### src/rtl/rope_grab_arbiter.sv
// ============================================================================
// Module   : rope_grab_arbiter
// Brief    : Debounces per-rope monkey collisions into a grab, arbitrates the
//            held rope (lowest index wins), runs release with a cooldown and
//            forwards the held rope's signed speed.
// Revision : 1.0  initial release
// ============================================================================
`default_nettype none

module rope_grab_arbiter #(
    parameter int ROPES            = 6,
    parameter int GRAB_FRAMES      = 4,
    parameter int RELEASE_COOLDOWN = 16,
    parameter int SPEED_W          = 32
) (
    input  logic                       clk,
    input  logic                       reset,
    input  logic                       startOfFrame,
    input  logic [ROPES-1:0]           monkeyCollision,
    input  logic                       releaseReq,
    input  logic [ROPES*SPEED_W-1:0]   SIGNED_SPEEDS,
    output logic                       attached,
    output logic [$clog2(ROPES)-1:0]   attachedRope,
    output logic [ROPES-1:0]           ropeMask,
    output logic [SPEED_W-1:0]         ropeSpeed,
    output logic                       grabPulse,
    output logic                       releasePulse
);

    localparam int         c_idx_w = $clog2(ROPES);
    localparam logic [7:0] c_grab  = 8'(GRAB_FRAMES);
    localparam logic [7:0] c_cool  = 8'(RELEASE_COOLDOWN);

    typedef enum logic [1:0] {
        S_FREE = 2'd0,
        S_CAND = 2'd1,
        S_ATT  = 2'd2,
        S_COOL = 2'd3
    } state_t;

    state_t               r_state;
    logic [c_idx_w-1:0]   r_cand;
    logic [7:0]           r_cnt;
    logic [ROPES-1:0]     r_hit_acc;
    logic [ROPES-1:0]     r_frame_hits;
    logic                 r_rel_latch;
    logic                 r_rel_frame;
    logic                 r_tick_d;
    logic                 r_attached;
    logic [ROPES-1:0]     r_mask;
    logic [SPEED_W-1:0]   r_speed;
    logic                 r_grab;
    logic                 r_release;

    state_t               w_state_n;
    logic [c_idx_w-1:0]   w_cand_n;
    logic [c_idx_w-1:0]   w_low;
    logic [7:0]           w_cnt_n;
    logic [7:0]           w_cnt_inc;
    logic                 w_cand_hit;
    logic                 w_drop;
    logic                 w_grab_n;
    logic                 w_release_n;
    logic                 w_att_n;
    logic [SPEED_W-1:0]   w_sel_speed;

    // Lowest-index priority: scanning downward lets the lowest set bit win.
    always_comb begin
        w_low = '0;
        for (int i = ROPES - 1; i >= 0; i--) begin
            if (r_frame_hits[i]) begin
                w_low = i[c_idx_w-1:0];
            end
        end
    end

    always_comb begin
        w_state_n   = r_state;
        w_cand_n    = r_cand;
        w_cnt_n     = r_cnt;
        w_grab_n    = 1'b0;
        w_release_n = 1'b0;
        w_cnt_inc   = r_cnt + 8'd1;
        w_cand_hit  = r_frame_hits[r_cand];
        w_drop      = r_rel_frame || !w_cand_hit;

        if (r_tick_d) begin
            case (r_state)
                S_FREE: begin
                    if (|r_frame_hits) begin
                        w_cand_n = w_low;
                        w_cnt_n  = 8'd1;
                        if (GRAB_FRAMES == 1) begin
                            w_state_n = S_ATT;
                            w_grab_n  = 1'b1;
                        end else begin
                            w_state_n = S_CAND;
                        end
                    end
                end
                S_CAND: begin
                    if (w_drop) begin
                        w_state_n = S_FREE;
                    end else begin
                        w_cnt_n = w_cnt_inc;
                        if (w_cnt_inc == c_grab) begin
                            w_state_n = S_ATT;
                            w_grab_n  = 1'b1;
                        end
                    end
                end
                S_ATT: begin
                    if (w_drop) begin
                        w_state_n   = S_COOL;
                        w_release_n = 1'b1;
                        w_cnt_n     = 8'd0;
                    end
                end
                default: begin
                    w_cnt_n = w_cnt_inc;
                    if (w_cnt_inc == c_cool) begin
                        w_state_n = S_FREE;
                    end
                end
            endcase
        end

        w_att_n     = (w_state_n == S_ATT);
        w_sel_speed = '0;
        for (int i = 0; i < ROPES; i++) begin
            if (w_cand_n == i[c_idx_w-1:0]) begin
                w_sel_speed = SIGNED_SPEEDS[i*SPEED_W +: SPEED_W];
            end
        end
    end

    always_ff @(posedge clk) begin
        if (reset) begin
            r_state      <= S_FREE;
            r_cand       <= '0;
            r_cnt        <= '0;
            r_hit_acc    <= '0;
            r_frame_hits <= '0;
            r_rel_latch  <= 1'b0;
            r_rel_frame  <= 1'b0;
            r_tick_d     <= 1'b0;
            r_attached   <= 1'b0;
            r_mask       <= '0;
            r_speed      <= '0;
            r_grab       <= 1'b0;
            r_release    <= 1'b0;
        end else begin
            r_tick_d <= startOfFrame;
            // A hit on the tick cycle itself belongs to the closing frame.
            if (startOfFrame) begin
                r_frame_hits <= r_hit_acc | monkeyCollision;
                r_hit_acc    <= '0;
                r_rel_frame  <= r_rel_latch | releaseReq;
            end else begin
                r_hit_acc <= r_hit_acc | monkeyCollision;
            end

            if (r_tick_d) begin
                r_rel_latch <= releaseReq;
            end else begin
                r_rel_latch <= r_rel_latch | releaseReq;
            end

            r_state    <= w_state_n;
            r_cand     <= w_cand_n;
            r_cnt      <= w_cnt_n;
            r_attached <= w_att_n;
            r_mask     <= w_att_n ? ({{(ROPES-1){1'b0}}, 1'b1} << w_cand_n) : '0;
            r_speed    <= w_att_n ? w_sel_speed : '0;
            r_grab     <= w_grab_n;
            r_release  <= w_release_n;
        end
    end

    assign attached     = r_attached;
    assign attachedRope = r_cand;
    assign ropeMask     = r_mask;
    assign ropeSpeed    = r_speed;
    assign grabPulse    = r_grab;
    assign releasePulse = r_release;

endmodule

`default_nettype wire

### config.mk
export PLATFORM = sky130hd
export DESIGN_NAME = rope_grab_arbiter
export DESIGN_NICKNAME = d
export VERILOG_FILES = /design/src/rtl/rope_grab_arbiter.sv
export SDC_FILE = /design/constraint.sdc
export NUM_CORES = 1
export LEC_CHECK = 0
export ABC_AREA = 1
export CAP_MARGIN = 20
export CORE_ASPECT_RATIO = 0.7
export CORE_UTILIZATION = 42
export DETAILED_ROUTE_END_ITERATION = 10
export GPL_TIMING_DRIVEN = 0
export HOLD_SLACK_MARGIN = 0.03
export PLACE_DENSITY_LB_ADDON = 0.2
export SLEW_MARGIN = 25
export SYNTH_ARGS = -nofsm -noshare
export SYNTH_HDL_FRONTEND = slang
export SYNTH_SLANG_ARGS = --single-unit
export TNS_END_PERCENT = 100
### constraint.sdc
create_clock -name clk -period 3.75 [get_ports clk]
set_clock_uncertainty 0.1 [all_clocks]
set_input_delay 0.75 -clock clk [delete_from_list [all_inputs] [get_ports clk]]
set_output_delay 0.75 -clock clk [all_outputs]
set_load 0.1 [all_outputs]
==> qor.yml <==
sta:
  max_freq_ghz: 0.351
  slew_violations: 0
  rsz0062_at_grt: "no"
  period_minus_slack_ps: 2850
  setup-violations-final: 0
  timing.setup.tns_ps: 0
  worst_slew_pin_slew_ps: 1030
  relSlewSlack_pct: 31.1
  finalHoldViolations: 0
  whs_ps: 375
  finalCritPeriodShare_pct: 76.0
global_route:
  grt_remaining_overflow: 0
  grt_usage_pct: 32.1
  grt_pass1_vias: 5487
  grt_max_degree: 13
  grt_pass1_wl_um: 26300
  antenna_found_initial: 0
die:
  die_h_um: 86.9
  num_rows: 30
  core-area_mm2: 0.00983
  dieArea_mm2: 0.0107
  die_w_um: 123
  ios: 246
  initial_core_util_pct: 43.9
pwr:
  internal_power_mw: 1.64
  power_frac_comb_pct: 27.7
  p_switching_mw: 0.668
  ir_worst_vdd_mv: 0.225
  powerDensity_mw_per_mm2: 319
  finalPower_mw: 2.31
  p_seq_share_pct: 32.9
  p_sw_share_pct: 28.9
  p_clk_share_pct: 39.4
  power.leakage_nw: 3.12
final_layout:
  antenna_cells: 0
  layout_common_cells: "245 x clkdlybuf4s50_1, 196 x nand2_1, 101 x nor2_1"
  layout-drive-gt1-share_pct: 9.97
  nets: 1151
  utilization_pct: 73.7
  final_common_cell: "clkdlybuf4s50_1"
  fill_cells: 805
  area_growth_pct: 67.8
  stdcell_count: 1081
clocking:
  postCtsHoldBufs: 0
  clk_pin_slew_ps: 60
  insertion_delay_ps: 330
  cts_buffer_depth: 2
  cts_tree: "yes"
  clock_sinks: 69
  cts_resized: 0
  root_buffer: "clkbuf_16"
  cts_max_level: 3
  cts_setup_buffers: 0
  cts_buffers: 9
setup_path:
  cp_max_fo: 5
  cp-end-kind: "output port"
  crit_path_max_incr_delay_ps: 1190
  crit_required_ps: 2900
  r2r-end: "ropeSpeed[3]"
  worst-path-buf-inv: 1
  path_class: "reg2out"
  r2r_cells: 13
  crit_slowest_cell: "clkdlybuf4s50_1"
  cp_cell_sequence: "clkdlybuf4s50_1"
  cp.arrival_ps: 2000
  reg2reg_slack_ps: 1220
  startpoint_type: "flip-flop"
  r2r_start: "r_state[0]"
  path_delay_family: "buffers and inverters"
flow_run:
  cap_violations: 0
synth:
  syn_inst: 692
  ys_ff_latch: 69
  ys_types: 32
  synth_area_per_cell_um2: 6.25
  synth_fp_nets: 895
  yosysWarningCount: 0
  ys_seq_area_share_pct: 32.0
  synth_area_mm2: 0.00432
worst_hold_path:
  min_from: "r_hit_acc[4]"
  hold_depth: 2
  hold_path_end: "r_hit_acc[4]"
  hold_path_class: "reg2reg"
placed_design:
  portBuffers: 245
  dp.cells: 1065
  gp_congestion: 0.920
  dpl.hpwl_um: 13800
outcome:
  run_status: "finished, final reports clean"
drt:
  postRouteAntennaNets: 0
  drtIter0Drc: 599
  vias: 5845
  routed_via_density: 5.41
  drc: 0
  drt-total-wl_um: 17800
  drt_first_pass_iters: 5
  wl_per_cell_um: 16.5
[cells by family after synthesis]
family                     synth area share [%]
adders and majority gates                 0.289
and+or+nand+nor                            50.8
DFF                                        32.0
buffers and inverters                      8.97
AOI/OAI and AO/OA                          7.96
[through the flow]
step	area [um^2]	setup WS (ps)
floorplan	4320	1260
global placement	6930	1250
detailed placement	6930	1220
CTS	7250	888
global route	7250	851
finish	7250	902
[area by class of cell]
| class | instances | area (um^2) | area share, % |
|---|---|---|---|
| multi-input cells | 540 | 2550 | 35.2 |
| repair buffers | 245 | 2450 | 33.8 |
| flip-flops and latches | 69 | 1380 | 19.0 |
| plain buffers | 44 | 239 | 3.30 |
| clock buffers | 11 | 233 | 3.21 |
| well taps | 128 | 160 | 2.21 |
| inverters | 39 | 149 | 2.05 |
| clock inverters | 5 | 85.1 | 1.17 |
[Yosys cell counts]
cell type  count  area [um^2]
nand2_1      196          736
or2_0          3         18.8
nor3_1         2         10.0
buf_4          6         45.0
a21oi_2        1         8.76
inv_2          1         3.75
or2_2         29          181
inv_4          1         6.26
a21oi_1       35          175
inv_1         36          135
o21ai_1        1         5.00
nand2_2        2         12.5
ha_1           1         12.5
nand3_2        3         30.0
clkbuf_1      15         56.3
nand4_1       66          413
o22ai_1        7         43.8
clkinv_1       1         3.75
o21ai_2        1         8.76
buf_1          2         7.51
buf_2         17         85.1
dfxtp_1       69         1380
o21ai_4        1         16.3
nor3_4         1         16.3
nand2_4        1         11.3
nor2_2        12         75.1
nand3_1       61          305
nor2_1       101          379
nand3b_1       1         7.51
o21ai_0       14         70.1
buf_6          4         45.0
a21oi_4        1         16.3
[flip-flops by register name, indices dropped and copies added, names as in the netlist, 2 cells and up]
signal / cells
r_frame_hits: 6
attachedRope: 3
ropeSpeed: 32
ropeMask: 6
r_state: 2
r_hit_acc: 6
r_cnt: 8
[worst max path at each step]
stage | startpoint | to | slack [ps] | cells after the start
after global placement | attachedRope[0] | attachedRope[0] | 1250 | 1
after global routing | attachedRope[0] | attachedRope[0] | 850 | 1
after CTS | attachedRope[0] | attachedRope[0] | 890 | 1
after detailed placement | reset | ropeSpeed[21] | 1220 | 7
after floorplan | attachedRope[0] | r_cnt[4] | 1260 | 14
final | attachedRope[1] | attachedRope[1] | 900 | 1
[per-layer routing]
layer | share of wire, % | vias to the layer above | global-route usage, %
met5 | 0 | - | 0
met1 | 39 | 2659 | 38.6
met3 | 10 | 54 | 8.38
li1 | - | 2798 | -
met2 | 47 | 334 | 54.6
met4 | 3.4 | 0 | 12.9
[power groups by stage]
stage,Combinational (mW),Sequential (mW),Clock (mW)
2_1_floorplan,0.302,0.783,0
3_3_place_gp,0.606,0.775,0
3_5_place_dp,0.624,0.775,0
4_1_cts,0.628,0.760,0.921
5_1_grt,0.694,0.762,0.954
6_report,0.640,0.761,0.910
(Power assumes the default switching activity.)
==> patch: new RTL, config.mk and constraints unchanged <==
The parameter `ROPES` goes from 6 to 7.
--- a/src/rtl/rope_grab_arbiter.sv
+++ b/src/rtl/rope_grab_arbiter.sv
@@ -10,3 +10,3 @@
 module rope_grab_arbiter #(
-    parameter int ROPES            = 6,
+    parameter int ROPES            = 7,
     parameter int GRAB_FRAMES      = 4,
Ports: changed (resized SIGNED_SPEEDS, monkeyCollision and ropeMask); port bits go from 246 to 280. The function was not compared with the original's and may differ.
==> patch against the unedited design <==
Sequential cell count rose by 3; hold slack got worse by 0.0063 ns; wire length rose by 11%; cell area rose by 12%; worst setup slack got worse by 0.026 ns; area after synthesis rose by 11%; power rose by 9.0%; non-clock buffer count rose by 36.
==> patch: results (changes against the unedited design) <==
p_leak_nw: 3.84  # +23%
irDropWorstVdd_mv: 0.228  # +1.3%
slew_headroom_pct: 32.3  # +1.3 points
antenna_found_initial: 0  # unchanged
grt_use_met1_pct: 41.0  # +2.4 points
viasPerCell: 4.97  # -8.0%
hpwl_mm: 15.1  # +9.4%
gp_congestion: 0.909  # -1.2%
grt_start_max_net_pins: 16  # +3
layout-drive-gt1-share_pct: 5.64  # -4.3 points
wl_per_cell_um: 15.3  # -7.1%
crit_path_end: "attachedRope[0]"
p_total_mw: 2.52  # +9.0%
outcome: "completed"
nFillCells: 936  # +16%
synthTopCellsByCount: "215 x nand2_1, 145 x nor2_1, 130 x inv_1"
crit_path_start: "attachedRope[0]"
synthMuxAreaShare_pct: 0  # unchanged
track_usage_pct: 33.0  # +0.94 points
crit_fanout: 6  # +1
fin_nets: 1365  # +19%
synthesis.nets: 1076  # +20%
use_met3_pct: 8.78  # +0.40 points
worstHoldPathType: "reg -> reg"
ys_seq_area_share_pct: 30.1  # -1.8 points
rr_worst_depth: 16  # +3
yosys.area_share.adder_pct: 0.261  # -0.028 points
timing.rr.start: "r_cnt[0]"
reg2reg_to: "ropeSpeed[13]"
synthTopCellsByArea: "dfxtp_1 30%, nand2_1 17%, nand3_1 12%, nor2_1 11%, inv_1 10%"
grt_pass1_wl_mm: 30.1  # +14%
grt_pass1_vias: 5938  # +8.2%
regToRegSetupSlack_ns: 1.28  # +0.06 ns
synth_cell_types: 28  # -13%
portBuffers: 278  # +13%
-- patch: layer usage --
metal  routed length, um  vias to the layer above
met5                   0                        -
met4                 550                        0
met3                2000                       50
met2                9090                      295
met1                8100                     2845
li1                    -                     3210
-- patch: worst min-delay path by stage --
stage	startpoint	endpoint	slack (ns)	cells after the start
final	r_hit_acc[2]	r_hit_acc[2]	0.37	2
after floorplan	r_hit_acc[6]	r_hit_acc[6]	0.33	2
after CTS	r_hit_acc[2]	r_hit_acc[2]	0.37	2
after global placement	r_hit_acc[0]	r_hit_acc[0]	0.35	2
after global routing	r_hit_acc[5]	r_hit_acc[5]	0.39	2
after detailed placement	r_hit_acc[2]	r_hit_acc[2]	0.36	2
-- patch: layout make-up --
class	count	share of cell area (%)
repair buffers	278	34.4
plain buffers	47	2.88
flip-flops and latches	72	17.8
inverters	133	6.17
well taps	153	2.37
clock inverters	7	1.34
clock buffers	9	2.78
multi-input cells	588	32.3
-- patch: where the power goes --
group          internal [mW]  total, mW  leakage (nW)  switching (mW)
Clock                  0.598      0.984         0.164           0.386
Sequential             0.785      0.801         0.585          0.0158
Combinational          0.360      0.733          3.10           0.372
Total                   1.74       2.52          3.84           0.774
-- patch: per-stage QoR --
stage | instance area, um^2 | utilization, % | hold WS, ns | std cells | setup slack [ns]
floorplan | 4790 | - | 0.334 | 840 | 1.24
global placement | 7760 | 70.2 | 0.350 | 1271 | 1.24
detailed placement | 7760 | 70.2 | 0.356 | 1271 | 1.26
CTS | 8090 | 73.2 | 0.373 | 1287 | 0.870
global route | 8090 | 73.2 | 0.389 | 1287 | 0.836
finish | 8090 | 73.2 | 0.369 | 1287 | 0.876
